**src/rtl/riscv_constants.sv**
```systemverilog
// Shared RISC-V datapath constants: write-back source select and load funct3 encodings.
package riscv_constants;

  typedef enum logic [1:0] {
    WB_ALU = 2'd0,
    WB_MEM = 2'd1,
    WB_PC4 = 2'd2,
    WB_CSR = 2'd3
  } wb_sel_t;

  localparam logic [2:0] LD_B  = 3'b000;
  localparam logic [2:0] LD_H  = 3'b001;
  localparam logic [2:0] LD_W  = 3'b010;
  localparam logic [2:0] LD_BU = 3'b100;
  localparam logic [2:0] LD_HU = 3'b101;

endpackage

```
**src/rtl/riscv_load_align.sv**
```systemverilog
// Combinational load extraction: picks the byte/halfword lane from a word-aligned read
// and sign- or zero-extends it according to the load funct3.
module riscv_load_align
  import riscv_constants::*;
#(
  parameter int WORD_LENGTH = 32
) (
  input  logic [WORD_LENGTH-1:0] rdata,
  input  logic [2:0]             funct3,
  input  logic [1:0]             addr_lo,
  output logic [WORD_LENGTH-1:0] data
);

  logic [7:0]  byte_lane;
  logic [15:0] half_lane;

  always_comb begin
    byte_lane = rdata[{addr_lo, 3'b000} +: 8];
    half_lane = addr_lo[1] ? rdata[31:16] : rdata[15:0];
    data      = '0;
    case (funct3)
      LD_B:    data = {{(WORD_LENGTH-8){byte_lane[7]}}, byte_lane};
      LD_H:    data = {{(WORD_LENGTH-16){half_lane[15]}}, half_lane};
      LD_W:    data = rdata;
      LD_BU:   data = {{(WORD_LENGTH-8){1'b0}}, byte_lane};
      LD_HU:   data = {{(WORD_LENGTH-16){1'b0}}, half_lane};
      default: data = '0;
    endcase
  end

endmodule

```
**src/rtl/riscv_wb_unit.sv**
```systemverilog
// Write-back stage: accepts retired instructions, waits on load responses and drives the
// register-file write port. Define RISCV_WB_INSTRET_EN to add the 64-bit instret counter.
module riscv_wb_unit
  import riscv_constants::*;
#(
  parameter int WORD_LENGTH = 32
) (
  input  logic                   clk,
  input  logic                   rst,
  input  logic                   in_valid,
  output logic                   in_ready,
  input  wb_sel_t                wb_sel,
  input  logic [4:0]             rd_addr,
  input  logic                   rd_wen,
  input  logic [WORD_LENGTH-1:0] alu_result,
  input  logic [WORD_LENGTH-1:0] pc,
  input  logic [WORD_LENGTH-1:0] csr_rdata,
  input  logic [2:0]             load_funct3,
  input  logic [1:0]             mem_addr_lo,
  input  logic                   mem_rvalid,
  input  logic [WORD_LENGTH-1:0] mem_rdata,
  output logic                   rf_wen,
  output logic [4:0]             rf_waddr,
  output logic [WORD_LENGTH-1:0] rf_wdata,
  output logic                   busy
`ifdef RISCV_WB_INSTRET_EN
  ,
  output logic [63:0]            instret
`endif
);

  typedef enum logic [1:0] {
    IDLE      = 2'd0,
    WRITE     = 2'd1,
    WAIT_LOAD = 2'd2
  } wb_state_t;

  wb_state_t state, state_next;

  logic [4:0]             pend_rd;
  logic                   pend_wen;
  logic [2:0]             pend_funct3;
  logic [1:0]             pend_addr_lo;
  logic                   accept;
  logic                   wen_next;
  logic [4:0]             waddr_next;
  logic [WORD_LENGTH-1:0] wdata_next;
  logic [WORD_LENGTH-1:0] sel_result;
  logic [WORD_LENGTH-1:0] load_data;

  assign in_ready = (state != WAIT_LOAD);
  assign busy     = (state == WAIT_LOAD);
  assign accept   = in_valid && in_ready;

  riscv_load_align #(.WORD_LENGTH(WORD_LENGTH)) u_load_align (
    .rdata   (mem_rdata),
    .funct3  (pend_funct3),
    .addr_lo (pend_addr_lo),
    .data    (load_data)
  );

  always_comb begin
    sel_result = '0;
    case (wb_sel)
      WB_ALU:  sel_result = alu_result;
      WB_PC4:  sel_result = pc + WORD_LENGTH'(4);
      WB_CSR:  sel_result = csr_rdata;
      default: sel_result = '0;
    endcase
  end

  always_comb begin
    state_next = state;
    wen_next   = 1'b0;
    waddr_next = rd_addr;
    wdata_next = sel_result;
    case (state)
      IDLE, WRITE: begin
        state_next = IDLE;
        if (accept) begin
          if (wb_sel == WB_MEM) begin
            state_next = WAIT_LOAD;
          end else begin
            state_next = WRITE;
            wen_next   = rd_wen && (rd_addr != 5'd0);
          end
        end
      end
      WAIT_LOAD: begin
        if (mem_rvalid) begin
          state_next = WRITE;
          wen_next   = pend_wen && (pend_rd != 5'd0);
          waddr_next = pend_rd;
          wdata_next = load_data;
        end
      end
      default: state_next = IDLE;
    endcase
  end

  always_ff @(posedge clk or posedge rst) begin
    if (rst) begin
      state <= IDLE;
    end else begin
      state <= state_next;
    end
  end

  // Load context is held until the response arrives, since the MEM stage moves on.
  always_ff @(posedge clk or posedge rst) begin
    if (rst) begin
      pend_rd      <= '0;
      pend_wen     <= 1'b0;
      pend_funct3  <= '0;
      pend_addr_lo <= '0;
    end else if (accept && (wb_sel == WB_MEM)) begin
      pend_rd      <= rd_addr;
      pend_wen     <= rd_wen;
      pend_funct3  <= load_funct3;
      pend_addr_lo <= mem_addr_lo;
    end
  end

  always_ff @(posedge clk or posedge rst) begin
    if (rst) begin
      rf_wen   <= 1'b0;
      rf_waddr <= '0;
      rf_wdata <= '0;
    end else begin
      rf_wen <= wen_next;
      if (wen_next) begin
        rf_waddr <= waddr_next;
        rf_wdata <= wdata_next;
      end
    end
  end

`ifdef RISCV_WB_INSTRET_EN
  always_ff @(posedge clk or posedge rst) begin
    if (rst) begin
      instret <= '0;
    end else if (state == WRITE) begin
      instret <= instret + 64'd1;
    end
  end
`endif

endmodule

```
**config.mk**
```make
export PLATFORM = sky130hd
export DESIGN_NAME = riscv_wb_unit
export DESIGN_NICKNAME = d
export VERILOG_FILES = /design/src/rtl/riscv_constants.sv /design/src/rtl/riscv_load_align.sv /design/src/rtl/riscv_wb_unit.sv
export SDC_FILE = /design/constraint.sdc
export NUM_CORES = 1
export LEC_CHECK = 0
export BUFFER_PORTS_ARGS = -buffer_cell sky130_fd_sc_hd__buf_2
export CAP_MARGIN = 20
export CELL_PAD_IN_SITES_DETAIL_PLACEMENT = 1
export CELL_PAD_IN_SITES_GLOBAL_PLACEMENT = 1
export CORE_ASPECT_RATIO = 1.1
export CORE_MARGIN = 3
export CORE_UTILIZATION = 30
export CTS_CLUSTER_SIZE = 24
export DETAILED_ROUTE_END_ITERATION = 16
export PLACE_DENSITY = 0.84
export SKIP_CTS_REPAIR_TIMING = 1
export SYNTH_ARGS = -nofsm -noshare
export SYNTH_HDL_FRONTEND = slang
export SYNTH_SLANG_ARGS = --single-unit
export TNS_END_PERCENT = 1
```
**constraint.sdc**
```tcl
create_clock -name clk -period 1.8 [get_ports clk]
set_input_delay 0.27 -clock clk [delete_from_list [all_inputs] [get_ports clk]]
set_output_delay 0.27 -clock clk [all_outputs]
set_load 0.01 [all_outputs]
```
==> results_dict.tcl, run 1 <==
set metrics [dict create \
    track_usage_pct 24.7 \
    syn-cell-area_um2 3870 \
    core_area_um2 12300 \
    finalCritPeriodShare_pct 109 \
    rows 42 \
    drtIter0Drc 314 \
    hp-class "in2async" \
    synth_common_cells "nand2_1, dfrtp_1, nor2_1" \
    worstSetupPathType "reg2reg" \
    pin_count 185 \
    area_growth_pct 48.7 \
    nets 834 \
    ys_ff_latch 51 \
    grt_pass1_vias 5209 \
    synth-edff-count 0 \
    drtPass1Iterations 5 \
    drv_slew 0 \
    worst-path-max-fanout 7 \
    wl_per_cell_um 21.4 \
    tightestPinTransition_ps 517 \
    finalWorstSetupSlack_ps -165 \
    netlist_instances 453 \
    cap_violations 0 \
    synth-seq-area-share_pct 33.0 \
    numCtsBuffers 5 \
    status "finished with violations" \
    die_x_um 114 \
    synth.most_common_cell "nand2_1" \
    min_period_ps 1960 \
    root_buffer "clkbuf_16" \
    vias 4892 \
    ant_nets 0 \
    critPathArrivalTime_ps 2200 \
    powerDensity_nw_per_um2 802 \
    n_antenna_cell 0 \
    place_congestion 0.952 \
    violations "negative setup slack" \
    hold_violations 0 \
    critical_path.startpoint_type "flip-flop" \
    cp.required_ps 2040 \
    final.setup.tns_ps -3590 \
    stdcell_area_um2 5750 \
    start_util_pct 31.5 \
    synthTopCellsByArea "dfrtp_1, nand2_1, a22oi_1" \
    async_flop_share_pct 100 \
    rr_worst_depth 7 \
    viasPerCell 5.80 \
    clkTransAtPathRegs_ps 80 \
    clock_latency_ps 300 \
    place_inst 831 \
    rsz0062_at_grt "yes" \
    synthFlopType "dfrtp_1" \
    maxSlewHeadroom_pct 65.5 \
    placed_cell_area_um2 5470 \
    cts_tree "done" \
    setup_viol 37 \
    die_area_um2 14300 \
    ys.warnings.count 0 \
    clk_path_buf_depth 2 \
    fin_cells 843 \
    clock-sinks 51 \
    yosysTopAreaCellShare_pct 33.0 \
    yosysTopAreaCell "dfrtp_1" \
    routed_wl_um 18100 \
    worstSetupEndpointType "flip-flop" \
    die_h_um 125 \
    final_layout_size_suffix_gt1_share_pct 46.2 \
    grt_pass1_wl_um 28200 \
    antenna_found_initial 0 \
    syn_area_per_cell_um2 8.54 \
    drc_errors 0 \
    grt_max_degree 31 \
    dpl.hpwl_um 15000 \
    ir_drop_uv 476 \
    synth_cell_types 58 \
    max_freq_ghz 0.509 \
    total_power_mw 4.61 \
    grt.overflow.total 0 \
    synth.net_count 599 \
    skew_ps 12.4 \
    fill_cells 1544 \
    hold_ws_ps 0.509 \
    cts_max_level 2 \
    portBuffers 184 \
    leakagePower_nw 2.59 \
]
[sequential cells by signal, indices dropped and copies added, names as in the netlist]
register,flops
state,2
pend_wen,1
rf_wen,1
pend_addr_lo,2
rf_waddr,5
rf_wdata,32
pend_funct3,3
pend_rd,5
[worst paths after layout]
path,start,slack (ps),end
setup / recovery,pend_rd[0],-160,rf_wdata[30]
hold / removal,rst,0.5,pend_funct3[1]
setup reg to reg,pend_rd[0],-160,rf_wdata[30]
hold reg to reg,rf_wdata[4],490,rf_wdata[4]
max in group asynchronous,rst,1260,state[1]
min in group clk,load_funct3[1],200,pend_funct3[1]
[logic make-up (layout without fill, tap and decap cells)]
| logic type | after synthesis | count (layout) | synth area share [%] |
|---|---|---|---|
| compound gates | 157 | 157 | 29.4 |
| xor+xnor | 18 | 18 | 4.08 |
| fa+ha+maj | 1 | 1 | 0.323 |
| buf+inv | 38 | 274 | 4.01 |
| flops | 51 | 51 | 33.0 |
| mux | 23 | 23 | 7.38 |
| simple gates | 165 | 165 | 21.8 |
[stage by stage]
stage	setup slack (ps)	utilization [%]
finish	-165	46.8
floorplan	-33.1	-
detailed placement	-197	44.5
global route	-243	46.8
global placement	-109	44.5
CTS	-221	45.7
[power breakdown]
part | leakage (nW) | switching [mW] | internal, mW | total [mW]
Sequential | 0.591 | 0.225 | 1.44 | 1.66
Clock | 0.0675 | 0.455 | 0.523 | 0.978
Combinational | 1.93 | 1.03 | 0.941 | 1.97
[layout by cell type (no fill, tap or decap), types with 7 or more instances in the layout]
cell type    n
nand4_1      7
o21ai_0     12
nor2_1      32
o211ai_1     9
buf_4       66
a22oi_1     25
buf_2      184
dfrtp_1     51
nand2_1     51
xor2_1      12
a31oi_1     20
o211a_1      8
a222oi_1     7
nand3_1     18
mux2_2      14
a22o_1       8
a221oi_1    10
nor2_2       9
a21oi_1     23
[worst max-delay path, stage by stage, from the launching register on]
cell,delay [ps]
dfrtp_1,390
or4_4,560
o211ai_4,230
o31ai_4,140
o21a_2,180
buf_6,140
o211ai_1,90
o211a_1,180
[area by class of cell]
class	instances	area, um2	area share [%]
clock buffers	6	129	2.24
clock inverters	2	16.3	0.283
inverters	7	26.3	0.457
multi-input cells	364	2540	44.3
flip-flops and latches	51	1280	22.2
well taps	154	193	3.35
repair buffers	259	1570	27.2
[routing by layer]
metal | share of wire (%) | GRT usage (%) | routed length [um] | vias up
met4 | 3.9 | 9.50 | 706 | 0
met1 | 39 | 30.8 | 7090 | 2367
met2 | 49 | 41.7 | 8860 | 257
li1 | - | - | - | 2216
met5 | 0 | 0 | 0 | -
met3 | 7.9 | 5.22 | 1420 | 52
Power figures use the tool's default switching activity.
==> run 2, diff against run 1 <==
Settings changed: CORE_ASPECT_RATIO 1.1 to 0.7, SKIP_CTS_REPAIR_TIMING 1 to default.
==> results_dict.tcl, run 2 (same netlist as run 1, synthesis figures left out) <==
set metrics [dict create \
    violations "negative hold slack, negative setup slack" \
    maxSlewHeadroom_pct 66.0 \
    critPathArrivalTime_ps 2120 \
    routed_wl_um 19500 \
    track_usage_pct 25.6 \
    antenna_found_initial 0 \
    pre_cts_slack_ps -195 \
    r2r-start "pend_rd[0]" \
    stdcell_area_um2 6040 \
    regArea_um2 1280 \
    regMostFlops "rf_wdata" \
    drv_slew 0 \
    ctsHoldBuffers 0 \
    multi_input_comb_area_um2 2660 \
    hold_ws_ps -2.19 \
    p_seq_share_pct 34.8 \
    startpoint "pend_rd[0]" \
    core_area_um2 12500 \
    reg2reg_to "rf_wdata[23]" \
    largest_register_ffs 32 \
    hp-class "in2async" \
    clk_path_buf_depth 2 \
    grt_max_degree 32 \
    rows 34 \
    switchingPower_mw 1.85 \
    cts_tree "done" \
    p_comb_share_pct 44.5 \
    grt.overflow.total 0 \
    power_switching_share_pct 37.6 \
    fill_cells 1522 \
    ant_nets 0 \
    ir_drop_uv 474 \
    utilization_pct 48.3 \
    status "finished with violations" \
    worst-path-max-fanout 10 \
    nets 844 \
    finalCritPeriodShare_pct 108 \
    total_power_mw 4.91 \
    rr_worst_depth 6 \
    finalWorstSetupSlack_ps -135 \
    critical_path.startpoint_type "flip-flop" \
    die_area_um2 14300 \
    place_inst 844 \
    vias 5031 \
    pin_count 185 \
    max_freq_ghz 0.517 \
    skew_ps 8.27 \
    rsz0062_at_grt "yes" \
    tightestPinTransition_ps 509 \
    die_h_um 101 \
    root_buffer "clkbuf_16" \
    cp-endpoint "rf_wdata[23]" \
    die_x_um 142 \
    place_congestion 0.950 \
    numCtsBuffers 5 \
    final_layout_size_suffix_gt1_share_pct 48.8 \
    leakagePower_nw 2.69 \
    final_common_cell "buf_2" \
    setup_viol 38 \
    reg_top3 "rf_wdata: 32 flops, pend_rd: 5 flops, rf_waddr: 5 flops" \
    clock_latency_ps 300 \
    worstSetupPathType "reg2reg" \
    layout_common_cells "buf_2, buf_4, nand2_1" \
    drtPass1Iterations 5 \
    wl_per_cell_um 22.6 \
    clock-sinks 51 \
    min_period_ps 1940 \
    grt_pass1_vias 5020 \
    reg2reg_slack_ps -140 \
    fin_cells 861 \
    final.setup.tns_ps -2640 \
    drc_errors 0 \
    start_util_pct 30.9 \
    grt_pass1_wl_um 28200 \
    cap_violations 0 \
    placed_cell_area_um2 5540 \
    drtIter0Drc 430 \
    n_antenna_cell 0 \
    portBuffers 184 \
    worstSetupEndpointType "flip-flop" \
    cts_max_level 2 \
    viasPerCell 5.84 \
    intPower_mw 3.06 \
    cp.required_ps 1980 \
    p_clk_share_pct 20.6 \
    clkTransAtPathRegs_ps 70 \
    area_growth_pct 56.2 \
    hold_violations 6 \
    dpl.hpwl_um 15400 \
    powerDensity_nw_per_um2 813 \
]
[run 2: cell count changes in the layout (fill, tap and decap cells not counted), sizes merged]
cell      delta
clkinv       +1
inv          -1
bufbuf       +1
buf          +7
clkinvlp     -1
clkbuf       +3
[run 2: layer usage]
metal	global-route usage, %	part of all wire [%]
met1	35.0	43
met2	42.2	46
met3	5.36	9.1
met4	5.09	1.4
met5	0	0
[run 2: worst max-delay path: stages, from the launching register on]
cell and delay, ps:
dfrtp_1 380, or4_4 550, o211ai_4 200, o31ai_4 140, buf_4 170, clkbuf_16 170, o211a_1 210
[run 2: cell type report]
class / count / share of cell area [%]
Multi-Input combinational cell: 364 / 44.0
Timing Repair Buffer: 269 / 28.6
Sequential cell: 51 / 21.2
Tap cell: 162 / 3.36
Clock buffer: 7 / 2.36
Inverter: 7 / 0.435
Clock inverter: 1 / 0.145
[run 2: worst min path at each step]
stage	start	to	slack [ps]	depth (start not counted)
6_report	rst	rf_wdata[24]	-2	2
4_1_cts	rst	rf_wdata[24]	20	2
3_5_place_dp	rst	rf_wdata[23]	340	2
3_3_place_gp	rst	rf_wdata[23]	330	2
2_1_floorplan	mem_rvalid	state[1]	380	1
5_1_grt	rst	rf_wdata[25]	30	2
[run 2: what timing repair did]
action,CTS,global route
endpoints found under the setup margin,35,38
resized for setup,27,27
setup buffers,4,2
cloned,1,2
pin swaps,10,5
[run 2: power by group through the flow]
stage | Clock [mW] | Combinational, mW | Sequential [mW]
2_1_floorplan | 0 | 0.818 | 1.72
3_3_place_gp | 0 | 1.87 | 1.66
3_5_place_dp | 0 | 1.94 | 1.67
4_1_cts | 1.01 | 2.06 | 1.68
5_1_grt | 1.07 | 2.33 | 1.75
6_report | 1.01 | 2.19 | 1.71
==> run 3, diff against run 2 <==
Settings changed: CORE_ASPECT_RATIO 0.7 to 1.5.
==> results_dict.tcl, run 3 (same netlist as run 1, synthesis figures left out) <==
set metrics [dict create \
    utilization_pct 47.6 \
    clock_latency_ps 300 \
    r2r-start "pend_rd[0]" \
    crit_chain "or4_4 > o211ai_4 > o31ai_4 > buf_12 > o22a_1 > o21a_1" \
    drc_errors 0 \
    antenna_found_initial 2 \
    final_common_cell "buf_2" \
    clkTransAtPathRegs_ps 70 \
    viasPerCell 5.71 \
    reg2reg_to "rf_wdata[27]" \
    nets 844 \
    die_area_um2 14300 \
    finalCritPeriodShare_pct 108 \
    critPathArrivalTime_ps 2140 \
    dpl.hpwl_um 15300 \
    numCtsBuffers 5 \
    fin_cells 856 \
    critPathMaxStageDelay_ps 540 \
    tightestPinTransition_ps 565 \
    skew_ps 7.00 \
    core_area_um2 12600 \
    hp-class "in2async" \
    routed_wl_um 18600 \
    reg_top3 "rf_wdata: 32 flops, pend_rd: 5 flops, rf_waddr: 5 flops" \
    clk_path_buf_depth 2 \
    fill_cells 1528 \
    hold_violations 19 \
    worst-path-max-fanout 56 \
    worstSetupEndpointType "flip-flop" \
    place_congestion 0.897 \
    pre_cts_slack_ps -177 \
    root_buffer "clkbuf_16" \
    wl_per_cell_um 21.7 \
    maxSlewHeadroom_pct 62.3 \
    grt_max_degree 57 \
    largest_register_ffs 32 \
    portBuffers 184 \
    rows 50 \
    total_power_mw 4.89 \
    grt.overflow.total 0 \
    cap_violations 0 \
    drv_slew 0 \
    grt_pass1_wl_um 28400 \
    regMostFlops "rf_wdata" \
    layout_common_cells "buf_2, buf_4, nand2_1" \
    final.setup.tns_ps -1330 \
    place_inst 843 \
    leakagePower_nw 2.68 \
    drtPass1Iterations 6 \
    vias 4886 \
    pin_count 185 \
    cp_top_family "compound AO/OA/AOI/OAI gates" \
    area_growth_pct 54.8 \
    track_usage_pct 25.1 \
    cts_max_level 2 \
    cp.required_ps 1990 \
    status "finished with violations" \
    worstSetupPathType "reg2reg" \
    crit_slowest_cell "or4_4" \
    critPathBufInv 1 \
    violations "negative hold slack, negative setup slack" \
    die_h_um 145 \
    critical_path.startpoint_type "flip-flop" \
    drtIter0Drc 326 \
    hold_ws_ps -6.99 \
    finalWorstSetupSlack_ps -150 \
    ant_nets 0 \
    setup_viol 28 \
    die_x_um 98.7 \
    final_layout_size_suffix_gt1_share_pct 50.4 \
    min_period_ps 1950 \
    powerDensity_nw_per_um2 817 \
    ir_drop_uv 421 \
    grt_pass1_vias 5300 \
    rr_worst_depth 6 \
    clock-sinks 51 \
    start_util_pct 30.8 \
    max_freq_ghz 0.513 \
    cts_tree "done" \
    reg2reg_slack_ps -150 \
    rsz0062_at_grt "yes" \
]
## run 3: changes by cell type in the layout (fill, tap and decap cells not counted), sizes merged
cell	previous run	this run
buf	266	269
clkinv	1	2
clkbuf	9	5
bufinv	0	1
diode	0	1
bufbuf	1	0
## run 3: cell type report
class	count	area, um2	area share, %
antenna	1	2.50	0.0418
clock buffer	5	125	2.09
clock inverter	3	43.8	0.731
inverter	7	26.3	0.439
multi-input combinational	364	2650	44.3
sequential	51	1280	21.4
tap	156	195	3.26
timing repair buffer	269	1660	27.7
## run 3: repair_timing
action,CTS,global route
hold buffers,0,0
endpoints found under the setup margin,35,37
pin swaps,9,4
resized for setup,23,33
setup buffers,3,1
## run 3: power by group
part | total, mW | internal (mW) | leakage, nW | switching [mW]
Clock | 1.12 | 0.657 | 0.0838 | 0.461
Sequential | 1.68 | 1.44 | 0.587 | 0.244
Combinational | 2.09 | 1.02 | 2.01 | 1.07
Total | 4.89 | 3.11 | 2.68 | 1.78
## run 3: how the worst max path moves through the flow
stage                from           end  depth (start not counted)
2_1_floorplan  pend_rd[0]  rf_wdata[26]                          7
3_3_place_gp   pend_rd[0]  rf_wdata[27]                          6
3_5_place_dp   pend_rd[0]  rf_wdata[27]                          6
4_1_cts        pend_rd[1]  rf_wdata[23]                          7
5_1_grt        pend_rd[1]  rf_wdata[23]                          7
6_report       pend_rd[0]  rf_wdata[27]                          6
## run 3: layer usage
| metal | up-vias | wire length [um] | GRT usage (%) |
|---|---|---|---|
| met5 | - | 7 | 0 |
| met4 | 2 | 951 | 12.4 |
| met3 | 63 | 1040 | 3.85 |
| met2 | 205 | 10100 | 46.5 |
| met1 | 2370 | 6430 | 26.9 |
| li1 | 2246 | - | - |
## run 3: stage by stage
stage               area [um2]  hold slack (ps)
detailed placement        5560              323
CTS                       5850             3.19
global placement          5560              309
finish                    5990            -6.99
global route              5990             32.8
floorplan                 3870              381
